==> config.mk <==
export PLATFORM = sky130hd
export DESIGN_NAME = init_sequencer
export DESIGN_NICKNAME = d
export VERILOG_FILES = /design/src/rtl/init_sequencer.sv
export SDC_FILE = /design/constraint.sdc
export NUM_CORES = 1
export LEC_CHECK = 0
export CORE_ASPECT_RATIO = 1.5
export CORE_MARGIN = 10
export CORE_UTILIZATION = 49
export DETAILED_ROUTE_END_ITERATION = 6
export GPL_TIMING_DRIVEN = 0
export PLACE_DENSITY = 0.75
export SLEW_MARGIN = 20
export SYNTH_ARGS = -nofsm -noshare
export SYNTH_HDL_FRONTEND = slang
export SYNTH_SLANG_ARGS = --single-unit
==> constraint.sdc <==
create_clock -name clk -period 1.9 [get_ports clk]
set_clock_uncertainty 0.2 [all_clocks]
set_input_delay 0.38 -clock clk [delete_from_list [all_inputs] [get_ports clk]]
set_output_delay 0.38 -clock clk [all_outputs]
set_load 0.03 [all_outputs]
==> src/rtl/init_sequencer.sv <==
// init_sequencer: parametrised start-up controller for a set of init channels
// (camera SCCB, HDMI I2C, further peripherals) using a one-cycle start pulse
// and a done level per channel. Channels are launched together (SEQ_MODE=0)
// or strictly one at a time in index order (SEQ_MODE=1). Completion is gated
// by an external readiness level (memory calibration).
//
// Build option: define INIT_SEQ_TIMEOUT_EN to add the per-attempt timeout
// counter, the retry logic and the ch_fail/error reporting. Without it every
// enabled channel is waited on indefinitely and ch_fail/error read as 0.
module init_sequencer #(
  parameter int NUM_CH      = 4,
  parameter int SEQ_MODE    = 0,
  parameter int TIMEOUT_W   = 24,
  parameter int TIMEOUT_CYC = 12_500_000,
  parameter int MAX_RETRY   = 2,
  parameter int RETRY_W     = 2
) (
  input  logic              clk,
  input  logic              reset,
  input  logic              start,
  input  logic [NUM_CH-1:0] ch_en,
  input  logic              ext_ready,
  output logic [NUM_CH-1:0] ch_start,
  input  logic [NUM_CH-1:0] ch_done,
  output logic              busy,
  output logic              done,
  output logic              error,
  output logic [NUM_CH-1:0] ch_ok,
  output logic [NUM_CH-1:0] ch_fail
);

  localparam int PTR_W = (NUM_CH > 1) ? $clog2(NUM_CH) : 1;
  localparam logic [PTR_W-1:0] PTR_LAST = PTR_W'(NUM_CH - 1);

  typedef enum logic [2:0] {
    S_IDLE,
    S_LAUNCH,
    S_WAIT,
    S_NEXT,
    S_EXT,
    S_DONE
  } state_t;

  state_t            state;
  logic [NUM_CH-1:0] en_q;
  logic [PTR_W-1:0]  ptr;

  // One-hot select of a channel index.
  function automatic logic [NUM_CH-1:0] onehot(input logic [PTR_W-1:0] idx);
    return NUM_CH'(1) << idx;
  endfunction

  logic [PTR_W-1:0]  ptr_nxt;
  logic [NUM_CH-1:0] ptr_oh;
  logic [NUM_CH-1:0] ptr_nxt_oh;
  logic [NUM_CH-1:0] pend_now;
  logic [NUM_CH-1:0] ok_par;
  logic [NUM_CH-1:0] pend_par;
  logic              done_seq;

  assign ptr_nxt    = ptr + PTR_W'(1);
  assign ptr_oh     = onehot(ptr);
  assign ptr_nxt_oh = onehot(ptr_nxt);

  // Channels still owed a launch: enabled and not yet resolved either way.
  assign pend_now = en_q & ~ch_ok & ~ch_fail;

  // Parallel mode: ok set including this cycle's done levels, and what is
  // still outstanding after them. A done on a disabled channel never counts.
  assign ok_par   = ch_ok | (en_q & ch_done & ~ch_fail);
  assign pend_par = en_q & ~ok_par & ~ch_fail;

  // Sequential mode: completion of the channel under the pointer.
  assign done_seq = |(ch_done & en_q & ptr_oh);

`ifdef INIT_SEQ_TIMEOUT_EN
  localparam logic [TIMEOUT_W-1:0] TO_LAST   = TIMEOUT_W'(TIMEOUT_CYC - 1);
  localparam logic [RETRY_W-1:0]   RETRY_MAX = RETRY_W'(MAX_RETRY);

  logic [TIMEOUT_W-1:0] to_cnt;
  logic [RETRY_W-1:0]   retry;
  logic [NUM_CH-1:0]    fail_q;
  logic                 error_q;
  logic                 timeout_hit;
  logic                 retry_left;

  // The attempt expires on the last allowed WAIT cycle; a done level seen in
  // that same cycle takes priority because it is checked first in the FSM.
  assign timeout_hit = (to_cnt == TO_LAST);
  assign retry_left  = (retry < RETRY_MAX);

  assign ch_fail = fail_q;
  assign error   = error_q;
`else
  assign ch_fail = '0;
  assign error   = 1'b0;
`endif

  // Sequencer FSM; ch_start is a registered one-cycle pulse that is high
  // exactly while the FSM sits in S_LAUNCH for that attempt.
  always_ff @(posedge clk) begin
    if (reset) begin
      state    <= S_IDLE;
      en_q     <= '0;
      ptr      <= '0;
      ch_start <= '0;
      busy     <= 1'b0;
      done     <= 1'b0;
      ch_ok    <= '0;
`ifdef INIT_SEQ_TIMEOUT_EN
      to_cnt   <= '0;
      retry    <= '0;
      fail_q   <= '0;
      error_q  <= 1'b0;
`endif
    end else begin
      ch_start <= '0;
      case (state)
        S_IDLE, S_DONE: begin
          if (start) begin
            en_q  <= ch_en;
            ptr   <= '0;
            done  <= 1'b0;
            busy  <= 1'b1;
            ch_ok <= '0;
`ifdef INIT_SEQ_TIMEOUT_EN
            to_cnt  <= '0;
            retry   <= '0;
            fail_q  <= '0;
            error_q <= 1'b0;
`endif
            // Results are cleared in the same edge, so every enabled
            // channel (or channel 0 alone in sequential mode) is launched.
            if (SEQ_MODE != 0) ch_start <= ch_en & onehot('0);
            else               ch_start <= ch_en;
            state <= S_LAUNCH;
          end
        end

        S_LAUNCH: begin
`ifdef INIT_SEQ_TIMEOUT_EN
          to_cnt <= '0;
`endif
          if (SEQ_MODE != 0) begin
            // Only index 0 can arrive here disabled (straight from start).
            if (|(en_q & ptr_oh)) state <= S_WAIT;
            else if (en_q == '0)  state <= S_EXT;
            else                  state <= S_NEXT;
          end else begin
            if (pend_now == '0) state <= S_EXT;
            else                state <= S_WAIT;
          end
        end

        S_WAIT: begin
`ifdef INIT_SEQ_TIMEOUT_EN
          to_cnt <= to_cnt + TIMEOUT_W'(1);
`endif
          if (SEQ_MODE != 0) begin
            if (done_seq) begin
              ch_ok <= ch_ok | ptr_oh;
              state <= S_NEXT;
`ifdef INIT_SEQ_TIMEOUT_EN
              retry <= '0;
`endif
            end
`ifdef INIT_SEQ_TIMEOUT_EN
            else if (timeout_hit) begin
              if (retry_left) begin
                retry    <= retry + RETRY_W'(1);
                ch_start <= ptr_oh;
                state    <= S_LAUNCH;
              end else begin
                // A failed channel does not stop the walk through the list.
                fail_q <= fail_q | ptr_oh;
                retry  <= '0;
                state  <= S_NEXT;
              end
            end
`endif
          end else begin
            ch_ok <= ok_par;
            if (pend_par == '0) begin
              state <= S_EXT;
            end
`ifdef INIT_SEQ_TIMEOUT_EN
            else if (timeout_hit) begin
              if (retry_left) begin
                // Only channels still outstanding are re-pulsed.
                retry    <= retry + RETRY_W'(1);
                ch_start <= pend_par;
                state    <= S_LAUNCH;
              end else begin
                fail_q <= fail_q | pend_par;
                state  <= S_EXT;
              end
            end
`endif
          end
        end

        S_NEXT: begin
          // Advance one index per cycle; the pointer never wraps.
          if (ptr == PTR_LAST) begin
            state <= S_EXT;
          end else begin
            ptr <= ptr_nxt;
            if (|(en_q & ptr_nxt_oh)) begin
              ch_start <= ptr_nxt_oh;
              state    <= S_LAUNCH;
            end
          end
        end

        S_EXT: begin
          // No timeout here: external readiness is waited on indefinitely.
          if (ext_ready) begin
            done  <= 1'b1;
            busy  <= 1'b0;
            state <= S_DONE;
`ifdef INIT_SEQ_TIMEOUT_EN
            error_q <= |fail_q;
`endif
          end
        end

        default: begin
          state <= S_IDLE;
        end
      endcase
    end
  end

endmodule

==> impl_metrics.toml, run 1 <==
[outcome]
status = "finished, final reports clean"

[synthesis]
synth_compound_area_share_pct = 21.0
synthAdderAreaFrac_pct = 5.49
synth_enable_flop_cells = 0
netlist_area_um2 = 1140
synthCells = 126
synth_top_family_by_area = "simple AND/OR/NAND/NOR gates"
ys_seq_area_share_pct = 33.4
ys_types = 41
synthFlopType = "dfxtp_1"
synth_async_sr_flop_share_pct = 0
ys_ff_latch = 19
yosysWarnings = 0
yosys.area_share.simple_pct = 25.1
synth_area_per_cell_um2 = 9.05
synthXorXnorAreaFrac_pct = 1.54
muxShareOfSynthArea_pct = 4.39

[power]
ir_drop_mv = 0.843
sw_frac_of_total_pct = 41.4
comb_power_share_pct = 52.4
power_uw = 1590
power_density_nw_per_um2 = 1060
p_leak_uw = 0.000676
intPower_uw = 930
seqPwrFrac_pct = 34.5
clkPwrFrac_pct = 13.1
switchingPower_uw = 657

[detailed_routing]
first_iter_violations = 33
vias = 1065
firstDrtPassIters = 6
via_per_inst = 5.85
drcViolationCount = 0
routed_wl_um = 2910
ant_nets = 0
detail_route.wl_per_cell_um = 16.0

[global_route]
grt_max_degree = 12
antenna_found_initial = 0
grt_pass1_vias = 1044
grt_first_pass_wirelength_um = 4640
track_usage_pct = 12.0
grt.overflow.total = 0

[place]
place_ws_ps = -278
portBuffers = 21
dp_hpwl_um = 2160
gp_congestion = 0.908

[layout]
syn2layout_area_growth_pct = 31.4
layout_commonest_cell = "dfxtp_1"
antenna_cells = 0
layout-drive-gt1-share_pct = 22.0
layout_common_cells = "dfxtp_1 (15), nor2_1 (11), buf_4 (10), clkdlybuf4s50_1 (10), a31oi_1 (7)"
num-nets-final = 177

[timing]
final.min_clock_period_ps = 1870
hold_viol_final = 0
slew_headroom_pct = 64.2
slew_violations = 0
max_freq_mhz = 534
worst_pin_slew_ps = 537
setup_slack_ps = 26.1
layout_worst_path_cycle_share_pct = 98.6
setup_viol = 0

[clock_network]
cts_buffer_depth = 2
clock-root-buffer = "clkbuf_4"
clock_sinks = 19
cts_buffers = 3
worstSkewPairLatency_ps = 290
path_clk_slew_ps = 110
h-tree-depth = 1
cts_tree = "yes"

[setup_path]
slowest_stage = "o41ai_2"
critPathLaunchType = "primary input"
path_class = "in2reg"
critical_path.max_stage_delay_ps = 500
crit_required_ps = 1860
crit_path_max_fanout = 3
cp-end-kind = "flop"
crit_chain = "clkdlybuf4s50_1 > nor3b_1 > o41ai_2 > buf_4 > and3_1 > a211oi_2"
critPathArrivalTime_ps = 1840

[die]
rows = 21
dieHeight_um = 79.1
initial_core_util_pct = 51.0
core-area_um2 = 2230
die-area_um2 = 4700
die_w_um = 59.4
ios = 27

[run]
drv_cap = 0

[hold_path]
hold_class = "in2reg"
==> metal layers <==
| metal | up-vias | share of wire, % | track usage [%] |
|---|---|---|---|
| met1 | 509 | 41 | 12.7 |
| met5 | - | 0 | 0 |
| met2 | 22 | 52 | 20.9 |
| li1 | 530 | - | - |
| met3 | 4 | 5.6 | 3.66 |
| met4 | 0 | 1.3 | 4.84 |
==> final timing paths <==
path	from	endpoint	slack [ps]	cells after the start
setup / recovery	ch_done[0]	state[2]	30	6
setup reg to reg	state[0]	en_q[2]	70	6
hold reg to reg	ptr[1]	ptr[1]	310	2
hold / removal	ch_done[1]	ch_ok[1]	270	3
==> state kept, by name, indices dropped and copies added (netlist names) <==
signal,count
ch_ok,4
ch_start,4
en_q,4
state,3
ptr,2
busy,1
done,1
==> through the flow <==
step	instance area (um2)	std cells	TNS (ps)	hold WS [ps]	utilization, %
after floorplan	1150	130	0	249	-
after global routing	1500	182	-9.55	306	67.1
final	1500	182	0	268	67.1
after CTS	1420	178	0	338	63.4
after global placement	1390	174	-1590	315	62.4
after detailed placement	1390	174	-1950	320	62.4
==> synth_stat cells, types with 3 or more instances <==
| cell type | count | share of area, % |
|---|---|---|
| a21oi_1 | 6 | 2.6 |
| a22oi_1 | 6 | 4.0 |
| a31oi_1 | 9 | 4.9 |
| buf_4 | 6 | 4.0 |
| dfxtp_1 | 19 | 33 |
| ha_1 | 5 | 5.5 |
| inv_1 | 4 | 1.3 |
| mux2i_1 | 5 | 4.4 |
| nand4_1 | 3 | 1.6 |
| nor2_1 | 11 | 3.6 |
| nor2b_1 | 6 | 3.3 |
| nor3_1 | 4 | 1.8 |
| nor3b_1 | 4 | 2.6 |
| o21ai_0 | 4 | 1.8 |
==> logic make-up (layout without fill, tap and decap cells) <==
kind of cell / Yosys count / count (layout)
AOI/OAI and AO/OA: 34 / 34
xor gates and xnor gates: 2 / 2
adders and majority gates: 5 / 5
buffers and inverters: 16 / 45
DFF: 19 / 19
muxes: 5 / 5
other: 1 / 5
and+or+nand+nor: 44 / 44
==> timing repair <==
| item | in CTS | in global routing |
|---|---|---|
| pin swaps | 0 | 6 |
| hold buffers | 0 | 0 |
| setup endpoints to repair | 8 | 9 |
| buffers inserted | 0 | 4 |
| resized for setup | 7 | 16 |
==> power by group through the flow <==
| stage | combinational [uW] | sequential (uW) | clock, uW |
|---|---|---|---|
| floorplan | 545 | 574 | 0 |
| global route | 910 | 558 | 234 |
| CTS | 754 | 537 | 217 |
| global placement | 749 | 542 | 0 |
| detailed placement | 760 | 546 | 0 |
| finish | 831 | 548 | 208 |
==> critical path: cells and delay by family <==
family,cells,cell delay [ps]
AO/OA/AOI/OAI,2,560
buffers and inverters,2,680
AND/OR/NAND/NOR,2,220
==> area by class of cell <==
| class | instances | area, um2 |
|---|---|---|
| clock inverters | 1 | 5.00 |
| multi-input cells | 95 | 708 |
| flip-flops and latches | 19 | 388 |
| clock buffers | 3 | 22.5 |
| plain buffers | 11 | 81.3 |
| repair buffers | 25 | 245 |
| fillers | 201 | 736 |
| inverters | 5 | 18.8 |
| well taps | 23 | 28.8 |
No activity file was read; power rests on OpenSTA's default activity.
==> inputs of run 2 (changes only) <==
--- a/config.mk
+++ b/config.mk
@@ -5,6 +5,7 @@
 export SDC_FILE = /design/constraint.sdc
 export NUM_CORES = 1
 export LEC_CHECK = 0
+export CAP_MARGIN = 15
 export CORE_ASPECT_RATIO = 1.5
 export CORE_MARGIN = 10
 export CORE_UTILIZATION = 49
==> results of run 2 <==
Final layout, timing and power as in run 1 (identical DEF).
